**src/rtl/lsu_pkg.sv**
```systemverilog
// lsu_pkg: operation/state encodings and stack constants shared by the load/store unit
package lsu_pkg;

   typedef enum logic [1:0] {OP_LD, OP_ST, OP_PUSH, OP_POP} op_t;
   typedef enum logic [1:0] {S_IDLE, S_EXEC, S_RESP} state_t;

   localparam logic [7:0] SP_RESET    = 8'hFF;
   localparam logic [7:0] STACK_LIMIT = 8'h80;

endpackage

```
**src/rtl/lsu_stack_ptr.sv**
```systemverilog
// lsu_stack_ptr: stack pointer register with inc/dec and overflow/underflow guard
// Guard compares are active only when LSU_STACK_GUARD_EN is defined.
module lsu_stack_ptr
   import lsu_pkg::*;
(
   input  logic       clk,
   input  logic       rst_n,
   input  logic       push,
   input  logic       pop,
   output logic [7:0] sp,
   output logic [7:0] sp_plus1,
   output logic       push_ok,
   output logic       pop_ok
);

   assign sp_plus1 = sp + 8'd1;

   always_ff @(posedge clk or negedge rst_n)
      if (!rst_n)
         sp <= SP_RESET;
      else if (push)
         sp <= sp - 8'd1;
      else if (pop)
         sp <= sp_plus1;

`ifdef LSU_STACK_GUARD_EN
   assign push_ok = sp >= STACK_LIMIT;
   assign pop_ok  = sp != SP_RESET;
`else
   assign push_ok = 1'b1;
   assign pop_ok  = 1'b1;
`endif

endmodule

```
**src/rtl/lsu.sv**
```systemverilog
// lsu: load/store unit in front of the 256x8 data memory; one LD/ST/PUSH/POP every 3 cycles
// Optional stack guard and sticky fault flag enabled by defining LSU_STACK_GUARD_EN.
module lsu
   import lsu_pkg::*;
(
   input  logic       clk,
   input  logic       rst_n,
   input  logic       req_valid,
   output logic       req_ready,
   input  logic [1:0] req_op,
   input  logic [7:0] req_addr,
   input  logic [7:0] req_data,
   output logic       rsp_valid,
   output logic [7:0] rsp_data,
   output logic [7:0] sp,
   output logic       fault,
   output logic [7:0] mem_addr,
   output logic [7:0] mem_dat_in,
   output logic       mem_wr_en,
   input  logic [7:0] mem_dat_out
);

   state_t     state, state_nx;
   op_t        op_q;
   logic [7:0] addr_q, data_q, sp_plus1;
   logic       push_ok, pop_ok, exec, is_push, is_pop, op_ok;

   assign exec    = state == S_EXEC;
   assign is_push = op_q == OP_PUSH;
   assign is_pop  = op_q == OP_POP;
   assign op_ok   = is_push ? push_ok : is_pop ? pop_ok : 1'b1;

   lsu_stack_ptr u_sp (
      .clk      (clk),
      .rst_n    (rst_n),
      .push     (exec & is_push & push_ok),
      .pop      (exec & is_pop & pop_ok),
      .sp       (sp),
      .sp_plus1 (sp_plus1),
      .push_ok  (push_ok),
      .pop_ok   (pop_ok)
   );

   always_ff @(posedge clk or negedge rst_n)
      if (!rst_n)
         state <= S_IDLE;
      else
         state <= state_nx;

   always_ff @(posedge clk or negedge rst_n)
      if (!rst_n) begin
         op_q   <= OP_LD;
         addr_q <= 8'h00;
         data_q <= 8'h00;
      end else if (state == S_IDLE && req_valid) begin
         op_q   <= op_t'(req_op);
         addr_q <= req_addr;
         data_q <= req_data;
      end

   // Illegal stack ops answer with zero; loads/pops return memory, writes echo their data.
   always_ff @(posedge clk or negedge rst_n)
      if (!rst_n)
         rsp_data <= 8'h00;
      else if (exec)
         rsp_data <= !op_ok ? 8'h00 : (op_q == OP_LD || is_pop) ? mem_dat_out : data_q;

   // Memory strobes decode purely from state so an async reset kills a write at once.
   always_comb begin
      state_nx   = state;
      req_ready  = 1'b0;
      mem_addr   = 8'h00;
      mem_dat_in = 8'h00;
      mem_wr_en  = 1'b0;
      if (state == S_IDLE) begin
         req_ready = 1'b1;
         state_nx  = req_valid ? S_EXEC : S_IDLE;
      end else if (exec) begin
         state_nx   = S_RESP;
         mem_addr   = is_push ? sp : is_pop ? sp_plus1 : addr_q;
         mem_dat_in = data_q;
         mem_wr_en  = op_ok & (op_q == OP_ST || is_push);
      end else begin
         state_nx = S_IDLE;
      end
   end

   assign rsp_valid = state == S_RESP;

`ifdef LSU_STACK_GUARD_EN
   always_ff @(posedge clk or negedge rst_n)
      if (!rst_n)
         fault <= 1'b0;
      else if (exec && !op_ok)
         fault <= 1'b1;
`else
   assign fault = 1'b0;
`endif

endmodule

```
**config.mk**
```make
export PLATFORM = sky130hd
export DESIGN_NAME = lsu
export DESIGN_NICKNAME = d
export VERILOG_FILES = /design/src/rtl/lsu_pkg.sv /design/src/rtl/lsu_stack_ptr.sv /design/src/rtl/lsu.sv
export SDC_FILE = /design/constraint.sdc
export NUM_CORES = 1
export LEC_CHECK = 0
export ABC_AREA = 1
export BUFFER_PORTS_ARGS = -buffer_cell sky130_fd_sc_hd__buf_2
export CORE_UTILIZATION = 50
export DETAILED_ROUTE_END_ITERATION = 16
export HOLD_SLACK_MARGIN = 0.06
export PLACE_DENSITY = 0.83
export RECOVER_POWER = 25
export SLEW_MARGIN = 0
export SYNTH_ARGS = -nofsm -noshare
export SYNTH_HDL_FRONTEND = slang
export SYNTH_SLANG_ARGS = --single-unit
```
**constraint.sdc**
```tcl
create_clock -name clk -period 4.4 [get_ports clk]
set_input_delay 0.88 -clock clk [delete_from_list [all_inputs] [get_ports clk]]
set_output_delay 0.88 -clock clk [all_outputs]
set_load 0.02 [all_outputs]
```
==> impl_metrics.toml <==
[worst_setup_path]
critical_path_class = "register to primary output"
required_ps = 3520
r2r_cells = 8
crit_buf_inv = 4
worstPathMaxFanout = 19
endpoint_kind = "primary output"
cp.depth = 8
crit_chain = "inv_1, nand2_2, inv_1, nand2_1, inv_1, o21ai_0, o22ai_1, buf_2"
critPathSlowestCell = "inv_1"
worstReg2RegEnd = "u_sp.sp[3]"
reg2reg_slack_ps = 2480
crit_end = "mem_addr[2]"
worstPathArrival_ps = 2200
r2r_start = "state[1]"
cpMostUsedCell = "inv_1"
crit_family = "buffers and inverters"
startpoint_type = "register"
crit_path_start = "state[1]"
crit_path_max_incr_delay_ps = 400

[clock_network]
insertion_delay_ps = 290
cts.repair.resized = 0
cts_made_buffers = 5
root_buffer = "clkbuf_8"
ctsHoldBuffers = 0
cts_sinks = 36
cts_tree = "yes"
cts_max_level = 2
ctsLongestPathBuffers = 2
clk_pin_slew_ps = 70
cts_setup_buffers = 0

[route]
drt-total-wl_um = 4905
wl_per_cell_um = 12.74
ant_nets = 0
viasPerCell = 5.213
drc = 0
first_pass_iters = 6
drt_iter0_markers = 158
vias = 2007

[grt]
grt_util_all_layers_pct = 25.26
antenna_found_initial = 0
gr-total-overflow = 0
grt_pass1_vias = 1780
grt_pass1_wl_um = 8280
grt_max_degree = 37

[synthesis]
synthMuxAreaShare_pct = 0
yosys_warnings = 0
synth.ff_latch_count = 36
syn_avg_cell_area_um2 = 7.334
async_reset_ff_share_pct = 100.0
synthAdderAreaFrac_pct = 2.491
synthCells = 274
ys_seq_area_share_pct = 45.33
synth_ff_type = "dfrtp_1"
synth-edff-count = 0
synthSimpleGateAreaFrac_pct = 28.52
synth_compound_area_share_pct = 14.07
synth_top_family_by_area = "simple AND/OR/NAND/NOR gates"
synth_cell_type_count = 27
netlist_area_mm2 = 0.002009
synth_nets = 307
synth_xor_area_share_pct = 1.308

[min_path]
holdCritStartpoint = "addr_q[6]"
hold_path_class = "register to register"

[final_layout]
final_cell_mix = "nand2_1 (73), buf_2 (62), nor2_1 (47)"
syn_to_final_growth_pct = 22.23
final_common_cell = "nand2_1"
nets = 369
drive_gt1_share_pct = 25.52
antenna_cells = 0

[place]
io_buffers = 63
gp_congestion = 0.9613
dp_hpwl_um = 3629

[power_and_ir_drop]
power_per_cell_area_mw_per_mm2 = 612.6
p_leak_nw = 1.283
max-vdd-ir-drop_uv = 340.3

[sta]
worst_pin_slew_ps = 1790
drv_slew = 37
fin_crit_ps = 3078
max_freq_mhz = 324.9
slew_headroom_pct = -19.36
skew_ps = 5.667
tns_ps = 0
final-setup-viol-count = 0
rsz0062_at_grt = "false"
fin_crit_sh_pct = 69.95
hold_viol = 0
timing.hold.ws_ps = 483.3

[floorplanning]
fp.dieH_um = 65.40
ios = 65
design.die.area_mm2 = 0.004277
start_util_pct = 53.68
die_x_um = 65.40
rows = 22
coreArea_mm2 = 0.003744

[run]
drv_cap = 1

[run_status]
status = "finished with violations"
violations = "max-capacitance violations, max-slew violations"
-- routing by layer --
metal	track usage [%]	share of wire, %	vias to the layer above
li1	-	-	990
met1	34.68	45	912
met2	40.59	47	95
met3	5.035	6.3	10
met4	6.793	1.6	0
met5	0	0	-
-- Yosys cell counts (all sizes together) (2+ instances only) --
cell | instances | area (µm²)
o211ai | 3 | 22.52
a21oi | 9 | 56.31
xor2 | 2 | 17.52
nand3 | 18 | 90.09
nor2 | 48 | 182.7
nand2 | 76 | 292.8
dfstp | 8 | 210.2
inv | 28 | 110.1
dfrtp | 28 | 700.7
buf | 7 | 48.79
ha | 4 | 50.05
o21ai | 37 | 188.9
-- stage by stage --
step	power [mW]	instances	area (µm²)	util [%]	worst slack (ps)
2_1_floorplan	0.9812	274	2009	-	1846
3_3_place_gp	1.152	377	2332	62.30	1905
3_5_place_dp	1.172	377	2332	62.30	1885
4_1_cts	1.498	385	2459	65.68	1558
5_1_grt	1.604	385	2456	65.61	1105
6_report	1.505	385	2456	65.61	1322
-- cell type report --
class | instances | area (µm²)
clock inverter | 1 | 30.03
clock buffer | 7 | 96.34
fill | 360 | 1287
timing repair buffer | 63 | 314.1
tap | 48 | 60.06
inverter | 28 | 108.9
multi-input combinational | 202 | 935.9
sequential | 36 | 910.9
-- kinds of logic after synthesis --
logic type,after synthesis
AOI/OAI and AO/OA,51
xor gates and xnor gates,3
adders and majority gates,4
buffers and inverters,36
DFF,36
other,1
and+or+nand+nor,143
-- report_power, final --
part	total [mW]	switching [mW]	internal [mW]
sequential	0.548	0.0892	0.459
combinational	0.635	0.429	0.206
clock	0.321	0.121	0.200
total	1.50	0.640	0.865
-- tightest hold or removal path, delay by kind of cell, from the launching register on --
kind | cells | cell delay (ps)
DFF | 1 | 350
and+or+nand+nor | 2 | 100
-- sequential cells by signal, indices dropped and copies added (netlist names) --
register and cells:
addr_q 8, data_q 8, op_q 2, rsp_data 8
state 2, u_sp.sp 8
-- worst min path at each step --
| stage | endpoint | slack (ps) | cells after the start |
|---|---|---|---|
| detailed placement | addr_q[6] | 470 | 2 |
| global route | addr_q[4] | 520 | 2 |
| finish | addr_q[6] | 480 | 2 |
| global placement | addr_q[4] | 460 | 2 |
| floorplan | addr_q[2] | 440 | 2 |
| CTS | addr_q[6] | 490 | 2 |
No activity file was read; power rests on OpenSTA's default activity.
